**src/rtl/hazard3_irq_input_cond_pkg.sv**
```systemverilog
// Shared constants and helpers for the IRQ input conditioning block.
//   HZ3_NUM_IRQS / HZ3_SYNC_STAGES / HZ3_FILTER_CYCLES : default sizing
//   irq_mode_e                                     : per-line latch mode
//   filt_cnt_w()                                   : glitch-filter counter width
package hazard3_irq_input_cond_pkg;

  localparam int HZ3_NUM_IRQS      = 32;
  localparam int HZ3_SYNC_STAGES   = 2;
  localparam int HZ3_FILTER_CYCLES = 3;

  typedef enum logic {
    IRQ_MODE_LEVEL = 1'b0,
    IRQ_MODE_EDGE  = 1'b1
  } irq_mode_e;

  // Counter only has to reach FILTER_CYCLES-1; never narrower than one bit.
  function automatic int filt_cnt_w(input int filter_cycles);
    return (filter_cycles > 1) ? $clog2(filter_cycles) : 1;
  endfunction

endpackage

```
**src/rtl/hazard3_irq_cond_1bit.sv**
```systemverilog
// One IRQ line: optional inversion, synchroniser chain, glitch filter and
// level / rising-edge-sticky output.
//   clk, rst  : core clock, synchronous active-high reset
//   irq_i     : raw asynchronous IRQ line
//   clr_i     : one-cycle clear strobe for the edge-mode pending bit
//   irq_o     : conditioned IRQ (registered)
//   status_o  : filtered level (registered)
module hazard3_irq_cond_1bit
  import hazard3_irq_input_cond_pkg::*;
#(
  parameter int SYNC_STAGES   = HZ3_SYNC_STAGES,
  parameter int FILTER_CYCLES = HZ3_FILTER_CYCLES,
  parameter bit EDGE          = 1'b0,
  parameter bit INVERT        = 1'b0
) (
  input  logic clk,
  input  logic rst,
  input  logic irq_i,
  input  logic clr_i,
  output logic irq_o,
  output logic status_o
);

  localparam irq_mode_e MODE  = EDGE ? IRQ_MODE_EDGE : IRQ_MODE_LEVEL;
  localparam int        W_CNT = filt_cnt_w(FILTER_CYCLES);

  logic [SYNC_STAGES-1:0] sync_q;
  logic                   y;
  logic                   filt;

  // Inversion happens at the first flop so an active-low line that is already
  // asserted when reset releases is treated as a genuine assertion.
  always_ff @(posedge clk) begin
    if (rst) begin
      sync_q <= '0;
    end else begin
      sync_q[0] <= irq_i ^ INVERT;
      for (int i = 1; i < SYNC_STAGES; i++) begin
        sync_q[i] <= sync_q[i-1];
      end
    end
  end

  assign y = sync_q[SYNC_STAGES-1];

  generate
    if (FILTER_CYCLES == 0) begin : g_nofilt
      assign filt = y;
    end else begin : g_filt
      localparam logic [W_CNT-1:0] CNT_LAST = W_CNT'(FILTER_CYCLES - 1);

      logic [W_CNT-1:0] cnt_q, cnt_d;
      logic             filt_q, filt_d;

      // Any cycle where y agrees with the accepted level restarts the count,
      // so only an unbroken run of FILTER_CYCLES differing samples is accepted.
      always_comb begin
        cnt_d  = '0;
        filt_d = filt_q;
        if (y != filt_q) begin
          if (cnt_q == CNT_LAST) begin
            filt_d = y;
          end else begin
            cnt_d = cnt_q + W_CNT'(1);
          end
        end
      end

      always_ff @(posedge clk) begin
        if (rst) begin
          cnt_q  <= '0;
          filt_q <= 1'b0;
        end else begin
          cnt_q  <= cnt_d;
          filt_q <= filt_d;
        end
      end

      assign filt = filt_q;
    end
  endgenerate

  logic prev_q;
  logic pend_q, pend_d;

  // Set wins over clear when a rise and a strobe land on the same edge.
  always_comb begin
    pend_d = (filt & ~prev_q) | (pend_q & ~clr_i);
  end

  always_ff @(posedge clk) begin
    if (rst) begin
      prev_q <= 1'b0;
      pend_q <= 1'b0;
    end else begin
      prev_q <= filt;
      pend_q <= pend_d;
    end
  end

  // Level-mode lines leave prev/pend dangling; they are trimmed away.
  assign irq_o    = (MODE == IRQ_MODE_EDGE) ? pend_q : filt;
  assign status_o = filt;

endmodule

```
**src/rtl/hazard3_irq_input_cond.sv**
```systemverilog
// Conditions raw external IRQ lines before the interrupt controller's irq[]
// inputs. irq_out is fully registered, so the controller may bypass its own
// input registers.
//   clk, rst    : core clock, synchronous active-high reset
//   irq_in      : raw asynchronous IRQ lines
//   irq_clr     : clear strobes for edge-mode pending bits
//   irq_out     : conditioned IRQs to controller irq[]
//   irq_status  : filtered levels for debug/readback
//   wakeup      : OR of irq_out (registers only, no path from irq_in)
module hazard3_irq_input_cond
  import hazard3_irq_input_cond_pkg::*;
#(
  parameter int                  NUM_IRQS      = HZ3_NUM_IRQS,
  parameter int                  SYNC_STAGES   = HZ3_SYNC_STAGES,
  parameter int                  FILTER_CYCLES = HZ3_FILTER_CYCLES,
  parameter logic [NUM_IRQS-1:0] IRQ_EDGE_MASK = '0,
  parameter logic [NUM_IRQS-1:0] IRQ_INVERT    = '0
) (
  input  logic                clk,
  input  logic                rst,
  input  logic [NUM_IRQS-1:0] irq_in,
  input  logic [NUM_IRQS-1:0] irq_clr,
  output logic [NUM_IRQS-1:0] irq_out,
  output logic [NUM_IRQS-1:0] irq_status,
  output logic                wakeup
);

  for (genvar g = 0; g < NUM_IRQS; g++) begin : g_irq
    hazard3_irq_cond_1bit #(
      .SYNC_STAGES   (SYNC_STAGES),
      .FILTER_CYCLES (FILTER_CYCLES),
      .EDGE          (IRQ_EDGE_MASK[g]),
      .INVERT        (IRQ_INVERT[g])
    ) u_cond (
      .clk      (clk),
      .rst      (rst),
      .irq_i    (irq_in[g]),
      .clr_i    (irq_clr[g]),
      .irq_o    (irq_out[g]),
      .status_o (irq_status[g])
    );
  end

  assign wakeup = |irq_out;

endmodule

```
**config.mk**
```make
export PLATFORM = sky130hd
export DESIGN_NAME = hazard3_irq_input_cond
export DESIGN_NICKNAME = d
export VERILOG_FILES = /design/src/rtl/hazard3_irq_input_cond_pkg.sv /design/src/rtl/hazard3_irq_cond_1bit.sv /design/src/rtl/hazard3_irq_input_cond.sv
export SDC_FILE = /design/constraint.sdc
export NUM_CORES = 1
export LEC_CHECK = 0
export CORE_MARGIN = 2
export CORE_UTILIZATION = 45
export DETAILED_ROUTE_END_ITERATION = 8
export DONT_BUFFER_PORTS = 1
export HOLD_SLACK_MARGIN = 0.15
export PLACE_DENSITY = 0.71
export SKIP_CTS_REPAIR_TIMING = 1
export SYNTH_ARGS = -nofsm -noshare
export SYNTH_HDL_FRONTEND = slang
export SYNTH_SLANG_ARGS = --single-unit
```
**constraint.sdc**
```tcl
create_clock -name clk -period 2.9 [get_ports clk]
set_input_delay 0.58 -clock clk [delete_from_list [all_inputs] [get_ports clk]]
set_output_delay 0.58 -clock clk [all_outputs]
set_load 0.01 [all_outputs]
```
==> metrics.md <==
| Metric | Value |
|---|---|
| CP startpoint kind | `flop` |
| Wire per inst | `12.25 um` |
| ANT cells | `0` |
| Static Leakage | `2.332 nW` |
| Skew final | `0.005554 ns` |
| Worst reg2reg path startpoint | `g_irq[25].u_cond.g_filt.cnt_q[0]$_SDFF_PP0_` |
| WS Path Type | `reg2out` |
| Flops & latches, synth | `160` |
| Core area | `13300 um^2` |
| Seq. cell area | `3203 um^2` |
| Unique masters post-synth | `17` |
| Die area | `14570 um^2` |
| Fin. max-slew vios | `0` |
| Routed wire length | `8561 um` |
| Clk buf depth | `2` |
| Cell depth of the worst hold path | `1` |
| Number of maximum-capacitance violations | `0` |
| Vias in the first global route | `3169` |
| Worst vdd ir | `0.4336 mV` |
| Register area share after synthesis | `52.24%` |
| Actual slew at the worst max-slew pin | `0.5457 ns` |
| Root buf cell | `clkbuf_16` |
| Switching Share | `19.94%` |
| Clock sinks | `160` |
| Fillers | `1189` |
| Hold Crit Endpoint | `g_irq[3].u_cond.sync_q[0]$_SDFF_PP0_` |
| Via density | `4.624` |
| Synth warnings | `0` |
| P per Cell Area | `717.1 nW/um^2` |
| CTS H-Tree Depth | `4` |
| DRC | `0` |
| Most numerous cell in the Yosys netlist | `dfxtp_1` |
| # rows | `42` |
| Largest area contributor in the netlist | `dfxtp_1` |
| Post-Synthesis Mean Instance Area | `10.77 um^2` |
| First-pass GRT wire length | `14140 um` |
| Worst reg-to-reg setup slack | `1.72 ns` |
| RSZ-0062 raised after global routing | `no` |
| TritonCTS Buffers | `17` |
| Placed Area | `5784 um^2` |
| Commonest cells post-synth | `dfxtp_1, buf_4, nor2b_1, nor2_1, nor2_2` |
| Area share of the largest cell type after synthesis | `52.24%` |
| Post-Synthesis Cells | `569` |
| Area of the multi-input gates | `2241 um^2` |
| Crit-path max FO | `5` |
| Worst-path clk slew | `0.06 ns` |
| DIE WIDTH | `120.7 um` |
| Mapped cell area | `6131 um^2` |
| CP endpoint kind | `output port` |
| Synth area leaders | `dfxtp_1, buf_4, ha_1, nor2b_1, mux2i_1` |
| Gr usage total | `12.77%` |
| Largest net degree at the start of global routing | `129` |
| CTS tree | `yes` |
| Placer Congestion | `0.6553` |
| HP Start | `rst` |
| Clk pwr share | `48.2%` |
| Hold Crit Class | `in2reg` |
| R2r endpoint | `g_irq[25].u_cond.g_filt.cnt_q[1]$_SDFF_PP0_` |
| Layout cells sized above 1 | `18.16%` |
| Period minus WS final | `2.621 ns` |
| Final Cell Area | `6377 um^2` |
| DRT Pass-1 Iters | `4` |
| DP HPWL | `5830 um` |
| Critical path required time | `2.32 ns` |
| Internal power | `3.661 mW` |
| Reg power frac | `49.8%` |
| Slew HR | `63.28%` |
| Psw | `0.9120 mW` |
| Area delta synth->final | `4.020%` |
| Final hold vios | `0` |
| Syn nets | `667` |
| Setup_tns | `0 ns` |
| Setup violations, final | `0` |
| Combinational power share | `2.0%` |
| Port-buffer cells | `0` |
| Vias after detailed routing | `3232` |
| Grt ovf | `0` |
| Post-route ant nets | `0` |
| Initial antenna violation count | `1` |
| Nets | `608` |
| Number of synthesized flops with an enable pin | `0` |
| Final period util | `90.40%` |
| Io pins | `131` |
| Post-synth ARST share | `0%` |
| Die Ht | `120.7 um` |
| Crit path arrival time | `2.04 ns` |
| DR iter-0 viols | `98` |
| Dominant synthesized flop cell | `dfxtp_1` |
| Status | `finished, final reports clean` |
| Fmax | `381.5 MHz` |
| Initial Util | `46.11%` |
| Insertion delay to the later sink of the worst-skew pair | `0.41 ns` |
| Worst r2r path cells | `4` |
==> state kept, by name (all words and copies together), names as in the netlist <==
register,flops
g_irq.u_cond.g_filt.cnt_q,64
g_irq.u_cond.sync_q,64
g_irq.u_cond.irq_o,32
==> how the worst max path moves through the flow <==
stage	start	to	slack [ns]	depth (start not counted)
floorplan	g_irq[5].u_cond.irq_o$_SDFFE_PP0P_	wakeup	1.31	3
global placement	g_irq[27].u_cond.irq_o$_SDFFE_PP0P_	wakeup	0.72	3
detailed placement	g_irq[27].u_cond.irq_o$_SDFFE_PP0P_	wakeup	0.74	3
CTS	g_irq[27].u_cond.irq_o$_SDFFE_PP0P_	wakeup	0.27	3
global route	g_irq[27].u_cond.irq_o$_SDFFE_PP0P_	wakeup	0.20	3
finish	g_irq[27].u_cond.irq_o$_SDFFE_PP0P_	wakeup	0.28	3
==> cell families after synthesis <==
logic type,synth area share (%)
buffers and inverters,11.20
adders and majority gates,6.531
muxes,5.225
and+or+nand+nor,20.22
xor gates and xnor gates,4.571
DFF,52.24
==> layout by cell type (no fill, tap or decap), drive strengths merged <==
| cell type | synthesis | final |
|---|---|---|
| bufinv | 0 | 3 |
| mux2i | 32 | 32 |
| or2 | 1 | 1 |
| nor4 | 8 | 8 |
| clkbuf | 7 | 18 |
| xnor2 | 32 | 32 |
| ha | 32 | 32 |
| nor2b | 64 | 64 |
| nor2 | 96 | 96 |
| or3 | 32 | 32 |
| clkinvlp | 0 | 3 |
| inv | 32 | 34 |
| nand4 | 2 | 2 |
| dfxtp | 160 | 160 |
| clkinv | 0 | 6 |
==> power groups by stage <==
stage | combinational [mW] | clock [mW] | sequential, mW
after floorplan | 0.110 | 0 | 2.32
after global routing | 0.103 | 2.38 | 2.28
after detailed placement | 0.0921 | 0 | 2.33
after CTS | 0.0929 | 2.28 | 2.28
final | 0.0905 | 2.20 | 2.28
after global placement | 0.0866 | 0 | 2.33
==> through the flow <==
stage	hold slack, ns	power [mW]	std cells	worst slack [ns]	utilization, %
floorplan	0.3912	2.431	569	1.310	-
global placement	0.3979	2.412	667	0.7170	43.51
detailed placement	0.4042	2.420	667	0.7356	43.51
CTS	0.2101	4.651	699	0.2726	47.97
global route	0.2076	4.764	699	0.1997	47.97
finish	0.2337	4.573	699	0.2785	47.97
==> layer usage <==
layer	global-route usage, %	share of wire [%]
met5	0	0.16
met4	6.323	1.9
met3	6.226	7.4
met2	21.19	48
met1	13.49	42
==> final cells by class <==
| class | count | area share (%) |
|---|---|---|
| clock buffers | 18 | 6.729 |
| clock inverters | 14 | 2.570 |
| inverters | 32 | 1.883 |
| multi-input cells | 299 | 35.14 |
| flip-flops and latches | 160 | 50.23 |
| well taps | 176 | 3.453 |
==> critical path, cell delays in order, from the launching register on <==
cell and delay, ns:
dfxtp_1 0.41, nor4_1 0.56, nand4_1 0.28, or2_2 0.38
Note: power is estimated with default switching activity, not from simulation.
